File: src/rtl/lmul_pkg.sv
// Shared types and the round-robin pick helper for the BF16 multiplier front end.
// Pure combinational helpers; no state lives here.
package lmul_pkg;

  localparam int BF16_W  = 16;
  localparam int MAX_REQ = 8;
  localparam int IDX_W   = 3;

  typedef logic [BF16_W-1:0] bf16_t;

  typedef struct packed {
    logic             found;
    logic [IDX_W-1:0] idx;
  } pick_t;

  // Search starts one past the last winner and wraps at nreq-1, so the last
  // winner is considered last.
  function automatic pick_t rr_pick(input logic [MAX_REQ-1:0] valid,
                                    input logic [IDX_W-1:0]   ptr,
                                    input int                 nreq);
    pick_t            r;
    logic [IDX_W-1:0] cand;
    r    = '0;
    cand = ptr;
    for (int k = 0; k < MAX_REQ; k++) begin
      if (k < nreq) begin
        cand = (int'(cand) == nreq - 1) ? '0 : cand + IDX_W'(1);
        if (!r.found && valid[cand]) begin
          r.found = 1'b1;
          r.idx   = cand;
        end
      end
    end
    return r;
  endfunction

endpackage

File: src/rtl/lmul_tag_fifo.sv
// Tag FIFO recording which requester owns each in-flight product.
// Zero-latency head; push ignored when full, pop ignored when empty.
module lmul_tag_fifo #(
  parameter int W     = 2,
  parameter int DEPTH = 8
) (
  input  logic                     clk,
  input  logic                     rst,
  input  logic                     push,
  input  logic                     pop,
  input  logic [W-1:0]             din,
  output logic [W-1:0]             head,
  output logic                     full,
  output logic                     empty,
  output logic [$clog2(DEPTH):0]   count
);

  localparam int AW = $clog2(DEPTH);
  localparam int CW = AW + 1;

  logic [W-1:0]  mem [DEPTH];
  logic [AW-1:0] wr_ptr;
  logic [AW-1:0] rd_ptr;
  logic          do_push;
  logic          do_pop;

  assign full    = (count == CW'(DEPTH));
  assign empty   = (count == '0);
  assign head    = mem[rd_ptr];
  assign do_push = push && !full;
  assign do_pop  = pop && !empty;

  always_ff @(posedge clk) begin
    if (rst) begin
      wr_ptr <= '0;
      rd_ptr <= '0;
      count  <= '0;
    end else begin
      if (do_push) wr_ptr <= wr_ptr + AW'(1);
      if (do_pop)  rd_ptr <= rd_ptr + AW'(1);
      case ({do_push, do_pop})
        2'b10:   count <= count + CW'(1);
        2'b01:   count <= count - CW'(1);
        default: count <= count;
      endcase
    end
  end

  // Storage carries no reset; only the pointers define validity.
  always_ff @(posedge clk) begin
    if (do_push) mem[wr_ptr] <= din;
  end

endmodule

File: src/rtl/lmul_arb.sv
// Round-robin front end sharing one BF16 multiplier among NREQ requesters.
// Zero added latency both ways; issue stalls when DEPTH products are in flight.
module lmul_arb
  import lmul_pkg::*;
#(
  parameter int NREQ  = 4,
  parameter int TAGW  = 2,
  parameter int DEPTH = 8
) (
  input  logic                     clk,
  input  logic                     rst,
  input  logic [NREQ-1:0]          req_valid,
  output logic [NREQ-1:0]          req_ready,
  input  logic [NREQ*BF16_W-1:0]   req_a,
  input  logic [NREQ*BF16_W-1:0]   req_b,
  output logic [NREQ-1:0]          rsp_valid,
  input  logic [NREQ-1:0]          rsp_ready,
  output logic [BF16_W-1:0]        rsp_p,
  output logic                     m_i_valid,
  input  logic                     m_i_ready,
  output logic [BF16_W-1:0]        m_i_a,
  output logic [BF16_W-1:0]        m_i_b,
  input  logic                     m_o_valid,
  output logic                     m_o_ready,
  input  logic [BF16_W-1:0]        m_o_p,
  output logic [$clog2(DEPTH):0]   inflight,
  output logic                     err_orphan
);

  logic [TAGW-1:0] ptr;
  logic [TAGW-1:0] gnt;
  logic [TAGW-1:0] head;
  pick_t           pick;
  logic            full;
  logic            empty;
  logic            accept;
  logic            ret_pop;

  always_comb begin
    pick = rr_pick(MAX_REQ'(req_valid), IDX_W'(ptr), NREQ);
    gnt  = TAGW'(pick.idx);
  end

  // Full blocks issue even when a pop is pending, keeping rsp_ready off the
  // req_ready path.
  assign m_i_valid = pick.found && !full;
  assign m_i_a     = req_a[BF16_W*gnt +: BF16_W];
  assign m_i_b     = req_b[BF16_W*gnt +: BF16_W];
  assign accept    = m_i_valid && m_i_ready;

  always_comb begin
    req_ready = '0;
    if (pick.found) req_ready[gnt] = m_i_ready && !full;
  end

  // With no tag outstanding, stray products are drained and flagged.
  always_comb begin
    rsp_valid = '0;
    m_o_ready = 1'b1;
    if (!empty) begin
      rsp_valid[head] = m_o_valid;
      m_o_ready       = rsp_ready[head];
    end
  end

  assign rsp_p   = m_o_p;
  assign ret_pop = m_o_valid && m_o_ready && !empty;

  always_ff @(posedge clk) begin
    if (rst) begin
      ptr        <= TAGW'(NREQ - 1);
      err_orphan <= 1'b0;
    end else begin
      if (accept) ptr <= gnt;
      if (m_o_valid && empty) err_orphan <= 1'b1;
    end
  end

  lmul_tag_fifo #(
    .W     (TAGW),
    .DEPTH (DEPTH)
  ) u_tag_fifo (
    .clk   (clk),
    .rst   (rst),
    .push  (accept),
    .pop   (ret_pop),
    .din   (gnt),
    .head  (head),
    .full  (full),
    .empty (empty),
    .count (inflight)
  );

endmodule

File: config.mk
export PLATFORM = sky130hd
export DESIGN_NAME = lmul_arb
export DESIGN_NICKNAME = d
export VERILOG_FILES = /design/src/rtl/lmul_pkg.sv /design/src/rtl/lmul_tag_fifo.sv /design/src/rtl/lmul_arb.sv
export SDC_FILE = /design/constraint.sdc
export NUM_CORES = 1
export LEC_CHECK = 0
export ABC_AREA = 1
export BUFFER_PORTS_ARGS = -buffer_cell sky130_fd_sc_hd__buf_2
export CAP_MARGIN = 20
export CORE_MARGIN = 4
export CORE_UTILIZATION = 41
export DETAILED_ROUTE_END_ITERATION = 7
export HOLD_SLACK_MARGIN = 0.15
export PLACE_DENSITY = 0.83
export SLEW_MARGIN = 10
export SYNTH_ARGS = -nofsm -noshare
export SYNTH_HDL_FRONTEND = slang
export SYNTH_SLANG_ARGS = --single-unit
export TNS_END_PERCENT = 100
File: constraint.sdc
create_clock -name clk -period 2.6 [get_ports clk]
set_clock_uncertainty 0.2 [all_clocks]
set_input_delay 0.26 -clock clk [delete_from_list [all_inputs] [get_ports clk]]
set_output_delay 0.26 -clock clk [all_outputs]
set_load 0.02 [all_outputs]
## Word-level counts from Yosys, hierarchy flattened

Memories as Yosys holds them, arrays and structs flattened. A register that Yosys moved wholly into a read port is not among the register bits.
Cells that the tools add are included.

- Logic and storage cells: 83
- Memories: 1
- Flip-flop bits (word level): 13
- Memory bits (writable): 16

Memory list:

| memory | depth | bits a word | read ports | clocked after memory_dff | wr ports | RTL line | text |
|---|---|---|---|---|---|---|---|
| u_tag_fifo.mem | 8 | 2 | 1 | 1 | 1 | lmul_tag_fifo.sv:21 | `logic [W-1:0] mem [DEPTH];` |

- Equal/unequal tests: 7
- $lt $le $gt $ge: 8
- Bitwise gates (word level): 2
- Add/subtract/negate cells: 8
- Reductions and logical operators: 20
- Shift-type cells: 2
- Multiplexer cells: 30

Operators by type and width:

| cell | count |
|---|---|
| $shiftx A64 B7 Y16 | 2 |
| $mux W4 | 6 |
| $mux W3 | 6 |
| $lt A3 B4 Y1 const B | 4 |
| $add A3 B1 Y3 const B | 5 |
| $logic_and A1 B1 Y1 | 13 |
| $bmux W1 S3 | 4 |
| $mux W1 | 10 |
| $eq A3 B3 Y1 const B | 3 |
| $and A4 B4 Y4 | 2 |
| $pmux W4 S2 | 1 |
| $lt A2 B3 Y1 const B | 2 |
| $logic_not A1 Y1 | 5 |
| $add A4 B1 Y4 const B | 1 |
| $demux W1 S2 | 2 |
| $eq A2 B1 Y1 const B | 2 |
| $eq A4 B4 Y1 const B | 1 |
| $ge A2 B1 Y1 const B | 2 |
| $logic_not A4 Y1 | 1 |
| $sub A4 B1 Y4 const B | 1 |
| $add A2 B1 Y3 const B | 1 |
| $bmux W1 S2 | 1 |
| $eq A2 B2 Y1 const B | 1 |
| $reduce_bool A2 Y1 | 1 |

## Longest topological paths before layout

- Depth after elaboration: 20
- Depth in mapped cells: 21
- Gate-level depth less buffers: 20

## Hierarchy

A second synthesis with hierarchy kept.

- Cell total of the unflattened synthesis: 650
- Area total of the unflattened synthesis: 3,664.8 um^2

By module, submodules not included:

| module | cells an instance | times used | sequential area each (um^2) | area an instance (um^2) |
|---|---|---|---|---|
| lmul_arb | 508 | 1 | 60.1 | 2,343.5 |
| lmul_tag_fifo | 142 | 1 | 740.7 | 1,321.3 |

## Worst setup path before layout

Ideal clock, no wire load.

- Kind: reg-to-reg
- Start point: register ptr[0]
- End point: register u_tag_fifo.count[2]
- Cell stages (with the launch flop): 19
- Required time: 2.285 ns
- Path slack: -0.321 ns
- Library setup time: 0.115 ns
- Buffers on the path: 0
- Data arrival time: 2.605 ns
- Period minus slack after synthesis: 2.921 ns
- Cell sequence: dfxtp_1 > ha_1 > inv_1 > xor2_2 > nand2_1 > nand2_2 > nand2_2 > nor2_4 > nand2_1 > nand3_2 > ha_1 > nand2_1 > inv_1 > nor2_1 > ha_1 > a21oi_1 > xor2_1 > o21ai_0 > inv_1

- Longest elaborated chain between the ends: 19
- Elaborated cells between the ends (all ways): 37

RTL lines:

| element | RTL line | text |
|---|---|---|
| start, declared | lmul_arb.sv:30 | `logic [TAGW-1:0] ptr;` |
| start signal, assigned | lmul_arb.sv:71 | `ptr <= TAGW'(NREQ - 1);` |
| start signal, assigned | lmul_arb.sv:74 | `if (accept) ptr <= gnt;` |
| $add A2 B1 Y3 or $eq A2 B1 Y1 (tied branches) | lmul_pkg.sv:27 | `cand = (int'(cand) == nreq - 1) ? '0 : cand + IDX_W'(1);` |
| $mux W3 * | lmul_pkg.sv:27 |  |
| parallel branches: the longest is 11 deep, another holds $add A3 B1 Y3 | -- |  |
| $mux W4 * | lmul_pkg.sv:28 | `if (!r.found && valid[cand]) begin` |
| $logic_and A1 B1 Y1 * | lmul_arb.sv:46 | `assign m_i_valid = pick.found && !full;` |
| $logic_and A1 B1 Y1 * | lmul_arb.sv:49 | `assign accept = m_i_valid && m_i_ready;` |
| $logic_and A1 B1 Y1 * | lmul_tag_fifo.sv:30 | `assign do_push = push && !full;` |
| $eq A2 B1 Y1 or $eq A2 B2 Y1 (tied branches) | lmul_tag_fifo.sv:41 | `case ({do_push, do_pop})` |
| $pmux W4 S2 or $reduce_bool A2 Y1 (tied branches) | -- |  |
| end signal, assigned | lmul_tag_fifo.sv:42 | `2'b10: count <= count + CW'(1);` |
| end signal, assigned | lmul_tag_fifo.sv:43 | `2'b01: count <= count - CW'(1);` |
| end signal, assigned | lmul_tag_fifo.sv:44 | `default: count <= count;` |
| end, declared | lmul_tag_fifo.sv:15 | `output logic [$clog2(DEPTH):0] count` |

Every way passes the cells marked *. The select of a mux whose other input is x is not followed.
A chain may end at the register's enable or synchronous reset.

## Worst setup path in the final report

- Start point: register ptr[0]
- End point: output m_i_a[11]

- Longest elaborated chain between the ends: 15
- Elaborated cells between the ends (all ways): 31

RTL lines:

| element | RTL line | text |
|---|---|---|
| $add A2 B1 Y3 or $eq A2 B1 Y1 (tied branches) | lmul_pkg.sv:27 |  |
| $mux W3 * | lmul_pkg.sv:27 |  |
| parallel branches: the longest is 11 deep, another holds $add A3 B1 Y3 | -- |  |
| $mux W4 * | lmul_pkg.sv:28 |  |
| $shiftx A64 B7 Y16 * | lmul_arb.sv:47 | `assign m_i_a = req_a[BF16_W*gnt +: BF16_W];` |
| end, declared | lmul_arb.sv:21 | `output logic [BF16_W-1:0] m_i_a,` |

Marks and branches as above.

==> results.json <==
{
  "yosys.area.top_type": "nand2_1",
  "drt_iter0_drc": 210,
  "htreeDepth": 2,
  "clkTransAtPathRegs_ns": 0.06,
  "grt_antenna_before_repair": 2,
  "drtPass1Iterations": 5,
  "worst_setup_path_start_kind": "flip-flop",
  "crit_buf_inv": 3,
  "viasPerCell": 5.12,
  "synth_seq_cells": 32,
  "yosys_warnings": 0,
  "cp_cell_sequence": "ha_4, nor2_8, nand2_1, nand3_2, nand2_2, nand3_1, nand2_1, nor2_4, buf_12, buf_4, nand3_1, nand2_1, nand2_1, nand2_1, buf_6",
  "max_clock_freq_ghz": 0.330,
  "core-area_sq_mm": 0.00881,
  "fin_crit_ns": 3.03,
  "initial_utilization": 0.425,
  "vias": 4695,
  "synthCells": 582,
  "synth_ff_type": "edfxtp_1",
  "clock_latency_ns": 0.28,
  "cp_top_family": "simple AND/OR/NAND/NOR gates",
  "hpwl_um": 10000,
  "wire_per_inst_um": 15.1,
  "status": "finished with violations",
  "fp-row-count": 34,
  "tritoncts": "yes",
  "worstMarginPinSlew_ns": 0.346,
  "grt_max_degree": 33,
  "worstHoldPathCells": 3,
  "synth_top_area_frac": 0.265,
  "clockBufferDepth": 2,
  "dp.cells": 886,
  "postRouteAntennaNets": 0,
  "path_max_fanout": 8,
  "setup_viol": 40,
  "ys_top_cells_by_area": "nand2_1 26%, nand3_2 17%, edfxtp_1 13%",
  "grt_pass1_vias": 4503,
  "cp_data_arrival_time_ns": 2.57,
  "drc": 0,
  "seq_area_frac_synth": 0.214,
  "synth_cell_types": 31,
  "critical_path.slowest_cell": "dfxtp_4",
  "netlist_area_sq_mm": 0.00374,
  "cp-end-kind": "primary output",
  "violations": "setup timing",
  "portBuffers": 186,
  "path_class": "flip-flop to primary output",
  "hold_violations": 0,
  "fin_crit_sh": 1.17,
  "setup_slack_ns": -0.431,
  "r2r_cells": 19,
  "cap_violations": 0,
  "fin_hold_ws_ns": 0.187,
  "place_congestion": 0.893,
  "io_pins": 219,
  "num-fill-cells": 716,
  "cts_buffers": 5,
  "clockRootBuffer": "clkbuf_8",
  "syn_area_per_cell_sq_um": 6.43,
  "max_slew_margin": 0.769,
  "cp.required_ns": 2.14,
  "wirelength_um": 13900,
  "rsz0062_at_grt": "yes",
  "die_area_sq_mm": 0.0107,
  "hold_path.class": "input pin to flip-flop",
  "cts.sinks": 32,
  "grt_overflow": 0,
  "final_nets": 968,
  "die_w_um": 104,
  "maxSlewViolCount": 0,
  "grtUsageTotal": 0.225,
  "cpPeakStageDelay_ns": 0.36,
  "layout_common_cells": "239 x nand2_1, 153 x buf_2, 64 x nand3_2",
  "synth_edf_count": 16,
  "worstSetupPathDepth": 15,
  "async_flop_share": 0,
  "critPathMostFrequentCell": "nand2_1",
  "synth.net_count": 744,
  "area_growth_pct": 58.5,
  "final_common_cell": "nand2_1",
  "drive_gt1_frac": 0.497,
  "grt_pass1_wl_um": 20300,
  "die_height_um": 104,
  "fin_cells": 917
}
worst register-to-register path: stages, from the launching register on:
cell      delay, ns
dfxtp_4        0.36
ha_4           0.19
nor2_8         0.21
nand2_1        0.07
o21ai_1        0.07
nand2_1        0.10
nand2_2        0.14
nand2_2        0.08
nor2_4         0.14
buf_4          0.14
nand2_4        0.05
nand3_4        0.11
ha_4           0.16
nor2_1         0.07
nor2_4         0.14
nand3_2        0.10
o31ai_2        0.08
o211ai_1       0.14
o21ai_1        0.15
a21oi_1        0.05
path summary, 6_finish.rpt:
kind	from	end	slack [ns]
max	ptr[0]	m_i_a[11]	-0.43
min	m_o_valid	u_tag_fifo.rd_ptr[2]	0.19
max reg2reg	ptr[0]	u_tag_fifo.count[3]	-0.28
min reg2reg	u_tag_fifo.wr_ptr[2]	u_tag_fifo.wr_ptr[2]	0.32
layer usage:
metal / GRT usage / vias to the layer above / wire length [um]
li1: - / 2307 / -
met3: 0.0491 / 41 / 1060
met1: 0.252 / 2131 / 5050
met2: 0.413 / 216 / 7240
met5: 0 / - / 0
met4: 0.0912 / 0 / 504
cell type report:
class / count / area (sq um) / share of cell area
clock buffers: 8 / 100 / 0.0169
flip-flops and latches: 32 / 805 / 0.136
diodes: 2 / 5.00 / 0.000844
repair buffers: 263 / 2040 / 0.345
well taps: 108 / 135 / 0.0228
multi-input cells: 469 / 2710 / 0.457
inverters: 35 / 134 / 0.0226
kinds of logic after synthesis:
logic type	Yosys count	share of synthesized area
AOI/OAI and AO/OA	25	0.0374
adders and majority gates	6	0.0201
buffers and inverters	82	0.134
DFF	32	0.214
and+or+nand+nor	431	0.578
xor gates and xnor gates	6	0.0160
registers in the layout, summed over array words and instances, names as in the netlist, named ones only:
signal             cells
u_tag_fifo.rd_ptr      3
u_tag_fifo.count       4
ptr                    2
err_orphan             1
u_tag_fifo.mem        16
u_tag_fifo.wr_ptr      3
timing repair:
action / CTS / global route
gates resized for setup: 40 / 97
endpoints found under the setup margin: 54 / 55
gates cloned: 1 / 4
endpoints found under the hold margin: 4 / 0
pin swaps: 3 / 14
hold buffers: 3 / 0
setup buffers: 8 / 6
stage by stage:
step / setup TNS, ns / utilization / setup slack, ns / area (sq um)
2_1_floorplan: -0.0702 / - / -0.0539 / 3780
3_3_place_gp: -3.00 / 0.582 / -0.119 / 5130
3_5_place_dp: -4.72 / 0.582 / -0.191 / 5130
4_1_cts: -10.22 / 0.618 / -0.336 / 5440
5_1_grt: -21.69 / 0.674 / -0.549 / 5930
6_report: -14.12 / 0.674 / -0.431 / 5930
synth_stat cells (2+ instances only):
| cell type | count |
|---|---|
| nand2_1 | 264 |
| nand3_2 | 63 |
| nand3_1 | 61 |
| inv_1 | 33 |
| nor2_1 | 24 |
| buf_4 | 17 |
| dfxtp_1 | 16 |
| edfxtp_1 | 16 |
| buf_2 | 15 |
| buf_6 | 15 |
| a21oi_1 | 11 |
| ha_1 | 6 |
| nand2_2 | 6 |
| o21ai_0 | 6 |
| xor2_1 | 4 |
| nand4_1 | 3 |
| nor3_1 | 3 |
| o21ai_1 | 3 |
| inv_2 | 2 |
| nor2_4 | 2 |
| o21ai_2 | 2 |
Power is not shown: default switching activity piles up to over one toggle a cycle in this logic, so the estimate is an artifact.
